$ cat src/rtl/l4_route_ctrl_if.sv
// Request/result handshake and column-array command bus of the L4 route sequencer.
// The master modport is the sequencer side; the slave modport is its environment.
interface l4_route_ctrl_if #(
  parameter int NROWS = 32,
  parameter int NCOLS = 32,
  parameter int AW    = 5
);
  logic             req_valid;
  logic             req_ready;
  logic [AW-1:0]    src_row;
  logic [AW-1:0]    src_col;
  logic [AW-1:0]    tgt_row;
  logic [AW-1:0]    tgt_col;
  logic             done_valid;
  logic             done_ready;
  logic             done_ok;
  logic [7:0]       done_len;
  logic [1:0]       cell_cmd;
  logic [NROWS-1:0] rsel_v;
  logic [NCOLS-1:0] csel_v;
  logic             mark_tgt;
  logic             etch_enb;
  logic [3:0]       status_all;

  modport master (
    input  req_valid, src_row, src_col, tgt_row, tgt_col, done_ready, status_all,
    output req_ready, done_valid, done_ok, done_len, cell_cmd, rsel_v, csel_v,
           mark_tgt, etch_enb
  );

  modport slave (
    output req_valid, src_row, src_col, tgt_row, tgt_col, done_ready, status_all,
    input  req_ready, done_valid, done_ok, done_len, cell_cmd, rsel_v, csel_v,
           mark_tgt, etch_enb
  );
endinterface

$ cat src/rtl/l4_route_ctrl.sv
// Route sequencer for the 4-layer maze-routing array: clear, mark, expand, trace back.
// Define L4_TRACE_EN to include the traceback phase (TR_STEP/TR_CHK).
module l4_route_ctrl #(
  parameter int NROWS   = 32,
  parameter int NCOLS   = 32,
  parameter int AW      = 5,
  parameter int MAX_LEN = 255
) (
  input  logic           clk,
  input  logic           reset,
  l4_route_ctrl_if.master bus
);

  localparam logic [7:0] MAX_LEN_C = 8'(MAX_LEN);
  localparam logic [NROWS-1:0] ROW_ONE = {{(NROWS-1){1'b0}}, 1'b1};
  localparam logic [NCOLS-1:0] COL_ONE = {{(NCOLS-1){1'b0}}, 1'b1};

  typedef enum logic [3:0] {
    S_IDLE     = 4'd0,
    S_CLEAR    = 4'd1,
    S_MARK_S   = 4'd2,
    S_MARK_T   = 4'd3,
    S_EXP_STEP = 4'd4,
    S_EXP_CHK  = 4'd5,
`ifdef L4_TRACE_EN
    S_TR_STEP  = 4'd6,
    S_TR_CHK   = 4'd7,
`endif
    S_DONE     = 4'd8
  } state_t;

  state_t           state_q, state_d;
  logic [AW-1:0]    src_row_q, src_row_d, src_col_q, src_col_d;
  logic [AW-1:0]    tgt_row_q, tgt_row_d, tgt_col_q, tgt_col_d;
  logic [7:0]       len_q, len_d;
  logic             ok_q, ok_d;
`ifdef L4_TRACE_EN
  logic [7:0]       trc_q, trc_d;
`endif

  logic             req_ready_q, req_ready_d;
  logic             done_valid_q, done_valid_d;
  logic [1:0]       cmd_q, cmd_d;
  logic [NROWS-1:0] rsel_q, rsel_d;
  logic [NCOLS-1:0] csel_q, csel_d;
  logic             mark_tgt_q, mark_tgt_d;
  logic             etch_enb_q, etch_enb_d;

`ifdef L4_TRACE_EN
  logic [1:0] unused_status;
  assign unused_status = bus.status_all[3:2];
`else
  logic [2:0] unused_status;
  assign unused_status = bus.status_all[3:1];
`endif

  // State, request context and registered outputs.
  always_ff @(posedge clk) begin
    if (reset) begin
      state_q      <= S_IDLE;
      src_row_q    <= '0;
      src_col_q    <= '0;
      tgt_row_q    <= '0;
      tgt_col_q    <= '0;
      len_q        <= 8'd0;
      ok_q         <= 1'b0;
`ifdef L4_TRACE_EN
      trc_q        <= 8'd0;
`endif
      req_ready_q  <= 1'b1;
      done_valid_q <= 1'b0;
      cmd_q        <= 2'b00;
      rsel_q       <= '0;
      csel_q       <= '0;
      mark_tgt_q   <= 1'b0;
      etch_enb_q   <= 1'b0;
    end else begin
      state_q      <= state_d;
      src_row_q    <= src_row_d;
      src_col_q    <= src_col_d;
      tgt_row_q    <= tgt_row_d;
      tgt_col_q    <= tgt_col_d;
      len_q        <= len_d;
      ok_q         <= ok_d;
`ifdef L4_TRACE_EN
      trc_q        <= trc_d;
`endif
      req_ready_q  <= req_ready_d;
      done_valid_q <= done_valid_d;
      cmd_q        <= cmd_d;
      rsel_q       <= rsel_d;
      csel_q       <= csel_d;
      mark_tgt_q   <= mark_tgt_d;
      etch_enb_q   <= etch_enb_d;
    end
  end

  // Next-state and context update; status_all is only looked at in the CHK states.
  always_comb begin
    state_d   = state_q;
    src_row_d = src_row_q;
    src_col_d = src_col_q;
    tgt_row_d = tgt_row_q;
    tgt_col_d = tgt_col_q;
    len_d     = len_q;
    ok_d      = ok_q;
`ifdef L4_TRACE_EN
    trc_d     = trc_q;
`endif
    case (state_q)
      S_IDLE: begin
        if (bus.req_valid) begin
          src_row_d = bus.src_row;
          src_col_d = bus.src_col;
          tgt_row_d = bus.tgt_row;
          tgt_col_d = bus.tgt_col;
          len_d     = 8'd0;
          ok_d      = 1'b0;
`ifdef L4_TRACE_EN
          trc_d     = 8'd0;
`endif
          if ((bus.src_row == bus.tgt_row) && (bus.src_col == bus.tgt_col)) begin
            state_d = S_DONE;
            ok_d    = 1'b1;
          end else begin
            state_d = S_CLEAR;
          end
        end else begin
          state_d = S_IDLE;
        end
      end
      S_CLEAR:  state_d = S_MARK_S;
      S_MARK_S: state_d = S_MARK_T;
      S_MARK_T: state_d = S_EXP_STEP;
      S_EXP_STEP: begin
        state_d = S_EXP_CHK;
        if (len_q != MAX_LEN_C) begin
          len_d = len_q + 8'd1;
        end else begin
          len_d = len_q;
        end
      end
      S_EXP_CHK: begin
        if (!bus.status_all[0]) begin
`ifdef L4_TRACE_EN
          state_d = S_TR_STEP;
`else
          state_d = S_DONE;
          ok_d    = 1'b1;
`endif
        end else if (len_q == MAX_LEN_C) begin
          state_d = S_DONE;
          ok_d    = 1'b0;
        end else begin
          state_d = S_EXP_STEP;
        end
      end
`ifdef L4_TRACE_EN
      S_TR_STEP: begin
        state_d = S_TR_CHK;
        trc_d   = trc_q + 8'd1;
      end
      S_TR_CHK: begin
        // A trace that runs as long as the expansion without reaching the source is broken.
        if (!bus.status_all[1]) begin
          state_d = S_DONE;
          ok_d    = 1'b1;
        end else if (trc_q == len_q) begin
          state_d = S_DONE;
          ok_d    = 1'b0;
        end else begin
          state_d = S_TR_STEP;
        end
      end
`endif
      S_DONE: begin
        if (bus.done_ready) begin
          state_d = S_IDLE;
        end else begin
          state_d = S_DONE;
        end
      end
      default: state_d = S_IDLE;
    endcase
  end

  // Output decode from the next state, so the registered command lines up with the state.
  always_comb begin
    req_ready_d  = 1'b0;
    done_valid_d = 1'b0;
    cmd_d        = 2'b00;
    rsel_d       = '0;
    csel_d       = '0;
    mark_tgt_d   = 1'b0;
    etch_enb_d   = 1'b0;
    case (state_d)
      S_IDLE: req_ready_d = 1'b1;
      S_CLEAR: begin
        cmd_d  = 2'b01;
        rsel_d = '1;
        csel_d = '1;
      end
      S_MARK_S: begin
        cmd_d  = 2'b10;
        rsel_d = ROW_ONE << src_row_d;
        csel_d = COL_ONE << src_col_d;
      end
      S_MARK_T: begin
        cmd_d      = 2'b10;
        mark_tgt_d = 1'b1;
        rsel_d     = ROW_ONE << tgt_row_d;
        csel_d     = COL_ONE << tgt_col_d;
      end
      S_EXP_STEP: begin
        cmd_d  = 2'b11;
        rsel_d = '1;
        csel_d = '1;
      end
`ifdef L4_TRACE_EN
      S_TR_STEP: begin
        cmd_d      = 2'b11;
        etch_enb_d = 1'b1;
        rsel_d     = '1;
        csel_d     = '1;
      end
`endif
      S_DONE: done_valid_d = 1'b1;
      default: req_ready_d = 1'b0;
    endcase
  end

  assign bus.req_ready  = req_ready_q;
  assign bus.done_valid = done_valid_q;
  assign bus.done_ok    = ok_q;
  assign bus.done_len   = len_q;
  assign bus.cell_cmd   = cmd_q;
  assign bus.rsel_v     = rsel_q;
  assign bus.csel_v     = csel_q;
  assign bus.mark_tgt   = mark_tgt_q;
  assign bus.etch_enb   = etch_enb_q;

endmodule

$ cat src/flat_wrapper.sv
// flat-port wrapper written by rule: the top's interface ports become plain ports
module l4_route_ctrl_flat 
#(
  parameter int NROWS   = 32,
  parameter int NCOLS   = 32,
  parameter int AW      = 5,
  parameter int MAX_LEN = 255
)
  (clk, reset, bus_req_valid, bus_src_row, bus_src_col, bus_tgt_row, bus_tgt_col, bus_done_ready, bus_status_all, bus_req_ready, bus_done_valid, bus_done_ok, bus_done_len, bus_cell_cmd, bus_rsel_v, bus_csel_v, bus_mark_tgt, bus_etch_enb);
  l4_route_ctrl_if #(.NROWS(NROWS), .NCOLS(NCOLS), .AW(AW)) bus_i ();
  input  logic clk;
  input  logic reset;
  input wire logic [$bits(bus_i.req_valid)-1:0] bus_req_valid;
  input wire logic [$bits(bus_i.src_row)-1:0] bus_src_row;
  input wire logic [$bits(bus_i.src_col)-1:0] bus_src_col;
  input wire logic [$bits(bus_i.tgt_row)-1:0] bus_tgt_row;
  input wire logic [$bits(bus_i.tgt_col)-1:0] bus_tgt_col;
  input wire logic [$bits(bus_i.done_ready)-1:0] bus_done_ready;
  input wire logic [$bits(bus_i.status_all)-1:0] bus_status_all;
  output wire logic [$bits(bus_i.req_ready)-1:0] bus_req_ready;
  output wire logic [$bits(bus_i.done_valid)-1:0] bus_done_valid;
  output wire logic [$bits(bus_i.done_ok)-1:0] bus_done_ok;
  output wire logic [$bits(bus_i.done_len)-1:0] bus_done_len;
  output wire logic [$bits(bus_i.cell_cmd)-1:0] bus_cell_cmd;
  output wire logic [$bits(bus_i.rsel_v)-1:0] bus_rsel_v;
  output wire logic [$bits(bus_i.csel_v)-1:0] bus_csel_v;
  output wire logic [$bits(bus_i.mark_tgt)-1:0] bus_mark_tgt;
  output wire logic [$bits(bus_i.etch_enb)-1:0] bus_etch_enb;
  assign bus_i.req_valid = bus_req_valid;
  assign bus_i.src_row = bus_src_row;
  assign bus_i.src_col = bus_src_col;
  assign bus_i.tgt_row = bus_tgt_row;
  assign bus_i.tgt_col = bus_tgt_col;
  assign bus_i.done_ready = bus_done_ready;
  assign bus_i.status_all = bus_status_all;
  assign bus_req_ready = bus_i.req_ready;
  assign bus_done_valid = bus_i.done_valid;
  assign bus_done_ok = bus_i.done_ok;
  assign bus_done_len = bus_i.done_len;
  assign bus_cell_cmd = bus_i.cell_cmd;
  assign bus_rsel_v = bus_i.rsel_v;
  assign bus_csel_v = bus_i.csel_v;
  assign bus_mark_tgt = bus_i.mark_tgt;
  assign bus_etch_enb = bus_i.etch_enb;
  l4_route_ctrl #(.NROWS(NROWS), .NCOLS(NCOLS), .AW(AW), .MAX_LEN(MAX_LEN)) u_core (.clk(clk), .reset(reset), .bus(bus_i));
endmodule
$ cat config.mk
export PLATFORM = sky130hd
export DESIGN_NAME = l4_route_ctrl_flat
export DESIGN_NICKNAME = d
export VERILOG_FILES = /design/src/rtl/l4_route_ctrl_if.sv /design/src/rtl/l4_route_ctrl.sv /design/src/flat_wrapper.sv
export SDC_FILE = /design/constraint.sdc
export NUM_CORES = 1
export LEC_CHECK = 0
export CORE_ASPECT_RATIO = 0.8
export CORE_UTILIZATION = 55
export CTS_BUF_LIST = sky130_fd_sc_hd__clkbuf_4 sky130_fd_sc_hd__clkbuf_8
export DETAILED_ROUTE_END_ITERATION = 7
export PLACE_DENSITY = 0.95
export SYNTH_ARGS = -nofsm -noshare
export SYNTH_HDL_FRONTEND = slang
export SYNTH_SLANG_ARGS = --single-unit
export TNS_END_PERCENT = 5
$ cat constraint.sdc
create_clock -name clk -period 3.69 [get_ports clk]
set_input_delay 0.369 -clock clk [delete_from_list [all_inputs] [get_ports clk]]
set_output_delay 0.369 -clock clk [all_outputs]
set_load 0.02 [all_outputs]
# After elaboration in Yosys (flattened, before gate mapping)
# Cells that the tools add are included.
dict set report classes {
  addsub 1
  eq_ne 18
  shifts 4
  muxes 28
  reduce_logical 9
}
# operator count
set ops {}
lappend ops {{case mux 32 bit (3 select lines)} 2}
lappend ops {{<< shifter 1 x 5 -> 32 bit, first input constant} 4}
lappend ops {{two-way mux 5 bit} 8}
lappend ops {{case mux 4 bit (7 select lines)} 1}
lappend ops {{two-way mux 4 bit} 5}
lappend ops {{equality test 4 x 2 -> 1 bit, second input constant} 4}
lappend ops {{two-way mux 8 bit} 2}
lappend ops {{case mux 8 bit (2 select lines)} 1}
lappend ops {{equality test 4 x 3 -> 1 bit, second input constant} 3}
lappend ops {{equality test 5 bit} 2}
lappend ops {{adder 8 x 1 -> 8 bit, second input constant} 1}
lappend ops {{equality test 4 x 1 -> 1 bit, second input constant} 2}
lappend ops {{equality test 4 bit, second input constant} 2}
lappend ops {{equality test 8 bit, second input constant} 1}
lappend ops {{logical NOT 4 bit} 2}
lappend ops {{inequality test 8 bit, second input constant} 1}
lappend ops {{two-way mux 1 bit} 7}
lappend ops {{case mux 2 bit (3 select lines)} 1}
lappend ops {{AND reduction 3 bit} 2}
lappend ops {{nonzero test 2 bit} 2}
lappend ops {{OR reduction 2 bit} 2}
lappend ops {{inequality test 3 x 2 -> 1 bit, second input constant} 1}
lappend ops {{inequality test 2 x 1 -> 1 bit, second input constant} 1}
lappend ops {{inequality test 2 bit, second input constant} 1}
lappend ops {{other kinds (2)} 2}
dict set report word_totals {
  register_bits 102
  in_bits 28
  output_inout_bits 79
  word_cells 73
}

# Longest topological paths before layout
dict set report logic_depth {
  ltp_word 8
  depth_mapped 9
  depth_no_buf 6
}

# Worst setup path before layout
# OpenSTA, ideal clock, no wires.
dict set report synth_path {
  path_type {flip-flop to flip-flop}
  from {register u_core.state_q[3]}
  to {register u_core.csel_q[18] (netlist: u_core.bus.csel_v[18])}
  t_arrival_ps 2016
  t_required_ps 3621
  setup_slack_ps 1605
  stages_incl_launch_ff 9
  path_buffers 3
  synth_period_minus_slack_ps 2085
  cell_sequence {dfxtp_1 -> buf_2 -> or4b_1 -> buf_2 -> buf_6 -> mux2i_1 -> mux2_4 -> a211o_1 -> o21ai_1}
}
dict set report synth_via {
  elab_chain_len 5
  word_cells_on_any_way 18
  cone_classes {10 x eq/ne; 2 x shift; 4 x mux; 2 x reduce/logical}
}
# item line
set synth_rtl {}
lappend synth_rtl {{start: declaration} l4_route_ctrl.sv:32} ;# state_t state_q, state_d;
lappend synth_rtl {{start signal: assignment} l4_route_ctrl.sv:78} ;# state_q <= state_d;
lappend synth_rtl {{equality test 4 bit, or another cell as far along} l4_route_ctrl.sv:110} ;# case (state_q)
lappend synth_rtl {{case mux 4 bit (7 select lines)} l4_route_ctrl.sv:110}
lappend synth_rtl {{equality test 4 x 1 -> 1 bit / equality test 4 x 3 -> 1 bit (equally long branches)} l4_route_ctrl.sv:196} ;# case (state_d)
lappend synth_rtl {{OR reduction 2 bit (no line)} -}
lappend synth_rtl {{case mux 32 bit (3 select lines) (*)} l4_route_ctrl.sv:196}
lappend synth_rtl {{end signal: assignment} l4_route_ctrl.sv:92} ;# csel_q <= csel_d;
lappend synth_rtl {{end: declaration} l4_route_ctrl.sv:45} ;# logic [NCOLS-1:0] csel_q, csel_d;
# Every way passes the cells marked *; elsewhere a longest branch is shown, timed or not.
# A chain may end at the register's enable or synchronous reset.

# Worst setup path after layout
dict set report layout_path {
  from {register u_core.state_q[1]}
  to {register u_core.csel_q[1] (netlist: u_core.bus.csel_v[1])}
}
# The elaborated chain is that of the path after synthesis.

==> run_results.csv <==
group,metric,value,unit
clock_network,cts_hold_buf,0,
floorplan,dieArea,8440,µm²
grt,grt_pass1_wl,18400,µm
detailed_routing,via_count,4105,
finish,num_antenna_cells,0,
detailed_routing,drt_wl_total,11800,µm
grt,grt_max_degree,66,
finish,syn2layout_area_growth,28.8,%
clock_network,clk_root_buffer_cell,"clkbuf_8",
worst_setup_path,cp.depth,6,
sta,hold_viol,0,
pwr,p_int,1.90,mW
clock_network,cts-buffers-inserted,9,
synth,ys_ff_latch,102,
synth,synth_edf_count,0,
floorplan,core-area,7600,µm²
worst_setup_path,crit_buf_inv,1,
floorplan,fp.dieH,82.4,µm
grt,gr-total-overflow,0,
detailed_routing,wl_per_cell,16.9,µm
worst_setup_path,critPathMaxStageDelay,0.70,ns
sta,rsz0062_at_grt,"no",
worst_setup_path,slowest_stage,"or4b_1",
finish,post-route-util,75.2,%
sta,finalSetupViolCount,0,
floorplan,die_x,102,µm
synth,ys_types,58,
clock_network,cts_tree,"done",
finish,drive_gt1_share,7.24,%
sta,fmax,366,MHz
grt,grt_pass1_vias,3682,
synth,ys_seq_area_share,46.0,%
worst_setup_path,critPathKind,"flip-flop to flip-flop",
clock_network,clock_path_buffers,2,
worst_setup_path,crit_path_start_kind,"flip-flop",
pwr,power_frac_comb,30.8,%
place,io_buffers,102,
worst_setup_path,critPathMaxFanout,28,
clock_network,worstSkewPairLatency,0.39,ns
worst_setup_path,cp-startpoint,"u_core.state_q[1]$_SDFF_PP0_",
run_status,status,"completed",
sta,skew,0.0111,ns
sta,max_slew.worst_pin.slew,0.970,ns
place,gp_congestion,0.867,
worst_setup_path,path_cells,"buf_4 -> or4b_1 -> mux2i_1 -> nor3b_4 -> nand2b_1 -> o31ai_2",
pwr,seqPwrFrac,44.6,%
detailed_routing,avgViaCountPerCell,5.87,
sta,slew_violations,0,
hold_path,hp-class,"flip-flop to flip-flop",
synth,synthFlopType,"dfxtp_1",
worst_setup_path,required,4.00,ns
finish,finalNonFillerCells,699,
worst_setup_path,r2r_cells,6,
pwr,p_sw_share,34.9,%
sta,slew_headroom,34.7,%
flow_run,cap_violations,0,
place,dp.cells,683,
synth,synth_nets,530,
place,hpwlAfterDp,8320,µm
clock_network,post_cts_buffers,0,
sta,timing.hold.ws,0.471,ns
clock_network,cts-resized-gates,0,
floorplan,initial_utilization,58.4,%
sta,post-route-period-util,74.1,%
worst_setup_path,arrival,3.05,ns
synth,syn_area,4440,µm²
grt,antenna_found_initial,0,
floorplan,ioPinCount,107,
worst_setup_path,endpoint_kind,"flip-flop",
hold_path,worstHoldPathCells,2,
pwr,power_density,509,nW/µm²
detailed_routing,drt_iter0_markers,385,
sta,fin_setup_tns,0,ns
pwr,max-vdd-ir-drop,0.000259,V
synth,syn_area_per_cell,8.87,µm²
sta,post-route-min-period,2.73,ns
synth,yosysWarnings,0,
detailed_routing,drc,0,
worst_setup_path,path_delay_family,"simple AND/OR/NAND/NOR gates",
floorplan,rows,28,
pwr,p_switching,1.01,mW
grt,grt_use_total,29.0,%
worst_setup_path,r2r-start,"u_core.state_q[1]$_SDFF_PP0_",
detailed_routing,antenna_left,0,
clock_network,h-tree-depth,3,
synth,synthArstFlopShare,0,%
clock_network,clock_sinks,102,
pwr,clockPowerShare,24.6,%
hold_path,hold_start,"u_core.tgt_col_q[4]$_SDFF_PP0_",
synth,syn_inst,501,
clock_network,clk_pin_slew,0.11,ns
pwr,leakage,2.20,nW
detailed_routing,drt-pass1-iter-count,6,
finish,finalNetCount,618,
[area by class of cell]
cell class	count	area [µm²]
Clock buffer	10	138
Clock inverter	6	62.6
Fill cell	538	1880
Inverter	5	18.8
Multi-Input combinational cell	357	2220
Sequential cell	102	2040
Tap cell	105	131
Timing Repair Buffer	114	1110
[cell usage after synthesis, drive strengths merged, types with 9 or more instances]
cell type | number | share of area, %
mux2i | 28 | 6.3
nand2b | 9 | 1.3
dfxtp | 102 | 46
a21oi | 32 | 3.6
nor3 | 15 | 1.8
nor2 | 18 | 1.5
buf | 18 | 2.3
nand2 | 64 | 5.4
nor2b | 22 | 3.1
o21ai | 70 | 7.9
nand3b | 10 | 1.7
xor2 | 10 | 2.0
clkbuf | 19 | 1.6
[flip-flops by register name, indices dropped and copies added (netlist names)]
register               count
u_core.bus.csel_v         32
u_core.bus.rsel_v         32
u_core.bus.done_len        8
u_core.src_col_q           5
u_core.src_row_q           5
u_core.tgt_col_q           5
u_core.tgt_row_q           5
u_core.state_q             4
u_core.bus.cell_cmd        2
u_core.bus.done_ok         1
u_core.bus.done_valid      1
u_core.bus.mark_tgt        1
u_core.bus.req_ready       1
[tightest hold or removal path: stages, from the launching register on]
cell	delay, ns
dfxtp_1	0.33
nand2_1	0.05
a21oi_1	0.06
[placed cells by master, fill, tap and decap left out, types with 4 or more instances in the layout]
| master | count |
|---|---|
| mux2i_1 | 28 |
| xor2_1 | 10 |
| buf_4 | 12 |
| xnor2_1 | 6 |
| nor3_1 | 14 |
| nor4_1 | 5 |
| o21ai_1 | 17 |
| nor2b_1 | 22 |
| or3_1 | 4 |
| nand3b_1 | 10 |
| o41ai_1 | 4 |
| dfxtp_1 | 102 |
| nand2b_1 | 9 |
| nand3_1 | 8 |
| clkdlybuf4s50_1 | 102 |
| a21oi_1 | 32 |
| o21ai_0 | 53 |
| nand2_1 | 64 |
| nor2_1 | 18 |
| clkbuf_8 | 10 |
| nor3b_1 | 6 |
| inv_1 | 5 |
| o311ai_0 | 4 |
[logic make-up (layout without fill, tap and decap cells)]
family	Yosys count	in the layout	synth area share (%)
DFF	102	102	46.0
adders and majority gates	1	1	0.282
other	1	1	0.0844
and+or+nand+nor	177	177	21.2
muxes	32	32	7.49
buffers and inverters	42	135	4.37
xor gates and xnor gates	16	16	3.15
AOI/OAI and AO/OA	130	130	17.5
[worst paths after layout]
check	end	slack, ns
hold / removal	u_core.tgt_col_q[4]$_SDFF_PP0_	0.47
setup reg to reg	u_core.bus.csel_v[1]$_SDFF_PP0_	0.96
setup / recovery	u_core.bus.csel_v[1]$_SDFF_PP0_	0.96
hold reg to reg	u_core.tgt_col_q[4]$_SDFF_PP0_	0.47
[metal layers]
| layer | routed length [µm] | GRT usage, % |
|---|---|---|
| met5 | 0 | 0 |
| met4 | 172 | 10.6 |
| met3 | 1160 | 6.65 |
| met2 | 5330 | 47.2 |
| met1 | 5190 | 37.8 |
[power by group through the flow]
stage	Combinational (mW)	Sequential [mW]	Clock, mW
floorplan	0.391	1.44	0
CTS	0.887	1.30	0.716
detailed placement	0.877	1.32	0
global placement	0.844	1.32	0
finish	0.895	1.30	0.716
global route	0.955	1.31	0.753
[stage by stage]
| stage | area [µm²] | total power, mW | setup WS (ns) |
|---|---|---|---|
| after floorplan | 4440 | 1.84 | 1.60 |
| final | 5720 | 2.91 | 0.957 |
| after global routing | 5720 | 3.02 | 0.812 |
| after CTS | 5720 | 2.90 | 1.00 |
| after detailed placement | 5520 | 2.20 | 0.656 |
| after global placement | 5520 | 2.16 | 0.838 |
(Power assumes the default switching activity.)
